$ cat src/rtl/hit_pixel_writer.sv
// Raster-order framebuffer writer: turns per-pixel intersection results into RGB444 BRAM writes.
// Optional distance shading of hits is enabled by defining HIT_PIXEL_WRITER_DEPTH_SHADE_EN.
module hit_pixel_writer #(
  parameter int          H_RES      = 1024,
  parameter int          V_RES      = 768,
  parameter int          NUM_BLOCKS = 4,
  parameter logic [11:0] BG_COLOR   = 12'h000,
  parameter logic [11:0] EVEN_COLOR = 12'hF00,
  parameter logic [11:0] ODD_COLOR  = 12'h00F
) (
  input  logic        clk_in,
  input  logic        rst_in,
  input  logic        frame_start_in,
  input  logic        valid_in,
  input  logic [11:0] best_block_in,
  input  logic [31:0] best_t_in,
  output logic        wr_en_out,
  output logic [19:0] wr_addr_out,
  output logic [11:0] wr_data_out,
  output logic [10:0] x_out,
  output logic [9:0]  y_out,
  output logic        busy_out,
  output logic        frame_done_out,
  output logic [15:0] drop_count_out
);

  typedef enum logic [1:0] {IDLE, ACTIVE, DONE} state_t;

  localparam logic [10:0] X_LAST = 11'(H_RES - 1);
  localparam logic [9:0]  Y_LAST = 10'(V_RES - 1);

  function automatic logic is_miss(input logic [11:0] blk, input logic sign);
    return (blk >= 12'(NUM_BLOCKS)) || sign;
  endfunction

  function automatic logic [11:0] palette(input logic blk_lsb);
    return blk_lsb ? ODD_COLOR : EVEN_COLOR;
  endfunction

`ifdef HIT_PIXEL_WRITER_DEPTH_SHADE_EN
  // Exponent above the bias means t >= 2.0; each octave dims one more step, up to 3.
  function automatic logic [1:0] shade_shift(input logic [7:0] e);
    if (e <= 8'd127)
      return 2'd0;
    else if (e >= 8'd130)
      return 2'd3;
    else
      return 2'(e - 8'd127);
  endfunction

  function automatic logic [11:0] shade(input logic [11:0] c, input logic [1:0] s);
    return {c[11:8] >> s, c[7:4] >> s, c[3:0] >> s};
  endfunction
`endif

  state_t      state, state_nxt;
  logic [10:0] x_cnt, x_nxt, x_cur;
  logic [9:0]  y_cnt, y_nxt, y_cur;
  logic [19:0] addr_cnt, addr_nxt, addr_cur;
  logic        accept, pix_last, drop, frame_done_nxt;

  logic        vld_p0, last_p0, miss_p0;
  logic [10:0] x_p0;
  logic [9:0]  y_p0;
  logic [19:0] addr_p0;
  logic [11:0] color_p0;
  logic        last_p1;

`ifdef HIT_PIXEL_WRITER_DEPTH_SHADE_EN
  logic [1:0]  shift_p0;
  logic        unused_t;
  assign unused_t = ^best_t_in[22:0];
`else
  logic        unused_t;
  assign unused_t = ^best_t_in[30:0];
`endif

  // A frame start restarts numbering so a coincident valid becomes pixel (0,0).
  always_comb begin
    x_cur    = frame_start_in ? 11'd0 : x_cnt;
    y_cur    = frame_start_in ? 10'd0 : y_cnt;
    addr_cur = frame_start_in ? 20'd0 : addr_cnt;
    accept   = valid_in && (frame_start_in || (state == ACTIVE));
    drop     = valid_in && !accept;
    pix_last = (x_cur == X_LAST) && (y_cur == Y_LAST);
  end

  always_comb begin
    state_nxt      = state;
    x_nxt          = x_cur;
    y_nxt          = y_cur;
    addr_nxt       = addr_cur;
    frame_done_nxt = 1'b0;
    if (frame_start_in) begin
      state_nxt = ACTIVE;
    end else if ((state == DONE) && last_p1) begin
      state_nxt      = IDLE;
      frame_done_nxt = 1'b1;
    end
    if (accept) begin
      if (x_cur == X_LAST) begin
        x_nxt = 11'd0;
        y_nxt = (y_cur == Y_LAST) ? 10'd0 : y_cur + 10'd1;
      end else begin
        x_nxt = x_cur + 11'd1;
      end
      addr_nxt = pix_last ? 20'd0 : addr_cur + 20'd1;
      if (pix_last)
        state_nxt = DONE;
    end
  end

  always_ff @(posedge clk_in or negedge rst_in) begin
    if (!rst_in) begin
      state          <= IDLE;
      x_cnt          <= '0;
      y_cnt          <= '0;
      addr_cnt       <= '0;
      drop_count_out <= '0;
      frame_done_out <= 1'b0;
      vld_p0         <= 1'b0;
      last_p0        <= 1'b0;
      wr_en_out      <= 1'b0;
      last_p1        <= 1'b0;
    end else begin
      state          <= state_nxt;
      x_cnt          <= x_nxt;
      y_cnt          <= y_nxt;
      addr_cnt       <= addr_nxt;
      frame_done_out <= frame_done_nxt;
      if (drop && (drop_count_out != 16'hFFFF))
        drop_count_out <= drop_count_out + 16'd1;
      vld_p0         <= accept;
      last_p0        <= accept && pix_last;
      wr_en_out      <= vld_p0;
      last_p1        <= vld_p0 && last_p0;
    end
  end

  // Stage 1: tag with coordinates and classify hit/miss.
  always_ff @(posedge clk_in) begin
    if (accept) begin
      x_p0     <= x_cur;
      y_p0     <= y_cur;
      addr_p0  <= addr_cur;
      miss_p0  <= is_miss(best_block_in, best_t_in[31]);
      color_p0 <= palette(best_block_in[0]);
`ifdef HIT_PIXEL_WRITER_DEPTH_SHADE_EN
      shift_p0 <= shade_shift(best_t_in[30:23]);
`endif
    end
  end

  // Stage 2: final colour onto the write port; fields hold between writes.
  always_ff @(posedge clk_in or negedge rst_in) begin
    if (!rst_in) begin
      wr_addr_out <= '0;
      wr_data_out <= '0;
      x_out       <= '0;
      y_out       <= '0;
    end else if (vld_p0) begin
      wr_addr_out <= addr_p0;
      x_out       <= x_p0;
      y_out       <= y_p0;
`ifdef HIT_PIXEL_WRITER_DEPTH_SHADE_EN
      wr_data_out <= miss_p0 ? BG_COLOR : shade(color_p0, shift_p0);
`else
      wr_data_out <= miss_p0 ? BG_COLOR : color_p0;
`endif
    end
  end

  assign busy_out = (state == ACTIVE);

endmodule

$ cat config.mk
export PLATFORM = sky130hd
export DESIGN_NAME = hit_pixel_writer
export DESIGN_NICKNAME = d
export VERILOG_FILES = /design/src/rtl/hit_pixel_writer.sv
export SDC_FILE = /design/constraint.sdc
export NUM_CORES = 1
export LEC_CHECK = 0
export BUFFER_PORTS_ARGS = -buffer_cell sky130_fd_sc_hd__buf_2
export CAP_MARGIN = 20
export CORE_MARGIN = 8
export CORE_UTILIZATION = 48
export CTS_BUF_LIST = sky130_fd_sc_hd__clkbuf_4
export CTS_CLUSTER_DIAMETER = 100
export DETAILED_ROUTE_END_ITERATION = 7
export PLACE_DENSITY = 0.67
export SYNTH_ARGS = -nofsm -noshare
export SYNTH_HDL_FRONTEND = slang
export SYNTH_SLANG_ARGS = --single-unit
export TNS_END_PERCENT = 30
$ cat constraint.sdc
create_clock -name clk_in -period 3.8 [get_ports clk_in]
set_input_delay 0.76 -clock clk_in [delete_from_list [all_inputs] [get_ports clk_in]]
set_output_delay 0.76 -clock clk_in [all_outputs]
set_load 0.02 [all_outputs]
==> results.toml <==
[worst_hold_path]
hold_path_class = "in2async"

[timing]
drv_slew = 0
fin_crit_ps = 2299
final_hold_viol_count = 0
fin_ws_ps = 1501
rsz0062_at_grt = "no"
relSlewSlack = 0.3160
fmax_mhz = 434.9
setup_tns_ps = 0
setup-violations-final = 0
period_share = 0.6051
finalClockSkew_ps = 14.10
tightest_slew_ps = 1026

[critical_path]
critPathLaunch = "state[1]"
timing.rr.start = "x_cnt[1]"
worst_ep_arrival_time_ps = 1540
cp-end-kind = "output port"
required_ps = 3040
path_max_fanout = 5
reg2reg_depth = 8
r2r_slack_ps = 1650
regToRegEndpoint = "addr_cnt[16]"
cp-start-kind = "flip-flop"
worst-setup-path-type = "reg2out"

[detailed_routing]
wl_mm = 11.60
wl_per_cell_um = 15.06
via_per_inst = 5.042
antenna_left = 0
via_count = 3882
drc = 0
firstDrtPassIters = 5
drtIter0Drc = 218

[synth]
synthArstFlopShare = 0.7086
synth_area_per_cell_sq_um = 12.77
syn_inst = 497
synth_area_sq_um = 6349
yosys_register_bits = 151
yosysUniqueCellTypes = 49
synth_seq_area_share = 0.6299
synth_top_flop_cell = "dfrtp_1"
ys_warn_count = 0
synth-edff-count = 44

[final_layout]
fillCellCount = 1131
seq_area_sq_um = 4000
drive_gt1_frac = 0.2845
multiInputGateArea_sq_um = 2168
area_growth_syn_to_layout_pct = 12.65
antenna_cells = 0
nNetsFinal = 633

[floorplan]
core_sq_um = 13090
initial_core_util = 0.4852
fp-row-count = 42
io_pins = 120
die_y_um = 131.0
chipWidth_um = 131.0
die-area_sq_um = 17160

[clock_network]
path_clk_slew_ps = 120
clk_latency_ps = 540
cts_buffer_depth = 2
htreeDepth = 4
clkSinkCount = 151
post_cts_buffers = 0
cts_tree = "yes"
cts_resized = 0
hold_buffers = 0
cts_root_buf = "clkbuf_4"
numCtsBuffers = 17

[outcome]
outcome = "finished clean"

[power]
switching_share = 0.2414
p_switching_uw = 700.3
finalPower_mw = 2.901
combPwrFrac = 0.074
ir_drop_mv = 0.1762
p_leak_nw = 3.267
p_int_mw = 2.200
power_density_nw_per_um2 = 405.6
pwr-share-clk = 0.317
seqPwrFrac = 0.609

[job]
max-cap-violations = 0

[global_route]
use_met2 = 0.2229
grt_pass1_wl_mm = 19.34
grt_util_met3 = 0.05357
antenna_found_initial = 0
grt_pass1_vias = 4008
grt-ovfl-total = 0
grtUsageMet1 = 0.1858
grt-busiest-layer = "met2"
grt_max_degree = 70
grt_use_total = 0.1453

[place]
gp_congestion = 0.7920
dp_hpwl_mm = 7.865
post-place-ws_ps = 1076
portBuffers = 83
[through the flow]
stage                     instance area [sq um]  std cells  hold WS (ps)    util
after global placement                     6897        738         439.1  0.5271
after CTS                                  7152        770         318.2  0.5466
after floorplan                            6360        500         351.9       -
final                                      7152        770         327.1  0.5466
after detailed placement                   6897        738         445.4  0.5271
after global routing                       7152        770         347.1  0.5466
[power groups by stage]
stage	Clock [mW]	Combinational [mW]	Sequential [mW]
after floorplan	0	0.0849	1.84
after global routing	1.01	0.237	1.78
after global placement	0	0.216	1.80
final	0.918	0.215	1.77
after CTS	0.953	0.221	1.77
after detailed placement	0	0.221	1.80
[kinds of logic after synthesis]
logic type	count (synthesis)	share of synthesized area
AO/OA/AOI/OAI	24	0.02680
other	1	0.0005907
XOR/XNOR	42	0.05794
multiplexers	44	0.07785
buffers and inverters	38	0.03035
flip-flops	151	0.6299
AND/OR/NAND/NOR	193	0.1687
adder cells (fa/ha/maj)	4	0.007884
[registers in the layout (all words and copies together) (netlist names)]
name and cells:
y_cnt 10, wr_addr_out 20, last_p1 1, state 2, y_out 10, addr_p0 20
drop_count_out 16, wr_en_out 1, addr_cnt 20, frame_done_out 1, wr_data_out 2, vld_p0 1
y_p0 10, x_cnt 11, miss_p0 1, color_p0 2, x_out 11, last_p0 1
x_p0 11
[worst max-delay path, cell delays in order (launching register included)]
cell and delay (ps):
dfrtp_1 420, and2b_1 360, buf_2 230
[layout make-up]
type	instances	area share
Tap cell	176	0.03079
Multi-Input combinational cell	311	0.3032
Clock buffer	19	0.01994
Timing Repair Buffer	90	0.06578
Sequential cell	151	0.5593
Inverter	10	0.005248
Clock inverter	13	0.01575
[per-layer routing]
| metal | wire length (um) | part of all wire |
|---|---|---|
| met2 | 5375 | 0.46 |
| met3 | 633 | 0.055 |
| met5 | 0 | 0 |
| met4 | 109 | 0.0094 |
| met1 | 5478 | 0.47 |
[worst max-delay path by stage]
stage,end,cells after the start
after detailed placement,addr_cnt[8],9
after global placement,addr_cnt[8],11
after global routing,busy_out,2
after CTS,busy_out,2
final,busy_out,2
after floorplan,x_cnt[10],6
[Yosys cell counts, drive strengths merged (2+ instances only)]
cell type / number / area, sq um
clkbuf: 9 / 33.78
inv: 9 / 33.78
o21ai: 11 / 66.32
nand3: 17 / 85.08
nand3b: 2 / 15.01
a21o: 2 / 15.01
and4: 5 / 43.79
xor2: 16 / 140.1
or3: 4 / 25.02
and4b: 5 / 50.05
and2: 5 / 31.28
xnor2: 26 / 227.7
nor2b: 40 / 252.7
nor3: 14 / 75.07
ha: 4 / 50.05
buf: 19 / 121.4
nand4: 17 / 106.4
edfxtp: 44 / 1321
nand2: 27 / 101.4
o2bb2ai: 2 / 17.52
nand2b: 4 / 25.02
nor4: 4 / 25.02
nor2: 33 / 126.4
o211ai: 2 / 15.01
and3: 10 / 62.56
dfrtp: 107 / 2678
mux2: 43 / 484.2
[placed cells by master (no fill, tap or decap), types with 5 or more instances in the layout]
cell | Yosys | final
xor2_1 | 16 | 16
o21ai_0 | 10 | 10
inv_1 | 9 | 9
nor2_1 | 32 | 32
nand2_1 | 27 | 27
clkinv_2 | 0 | 6
nand4_1 | 17 | 17
buf_4 | 11 | 8
dfrtp_1 | 107 | 106
nand3_1 | 17 | 17
and4_1 | 5 | 5
edfxtp_1 | 44 | 44
nor2b_1 | 39 | 39
and2_1 | 5 | 5
and4b_1 | 5 | 5
buf_2 | 7 | 82
and3_1 | 10 | 10
xnor2_1 | 26 | 26
clkbuf_4 | 0 | 19
mux2_2 | 43 | 43
nor3_1 | 13 | 13
Note: power is estimated with default switching activity, not from simulation.
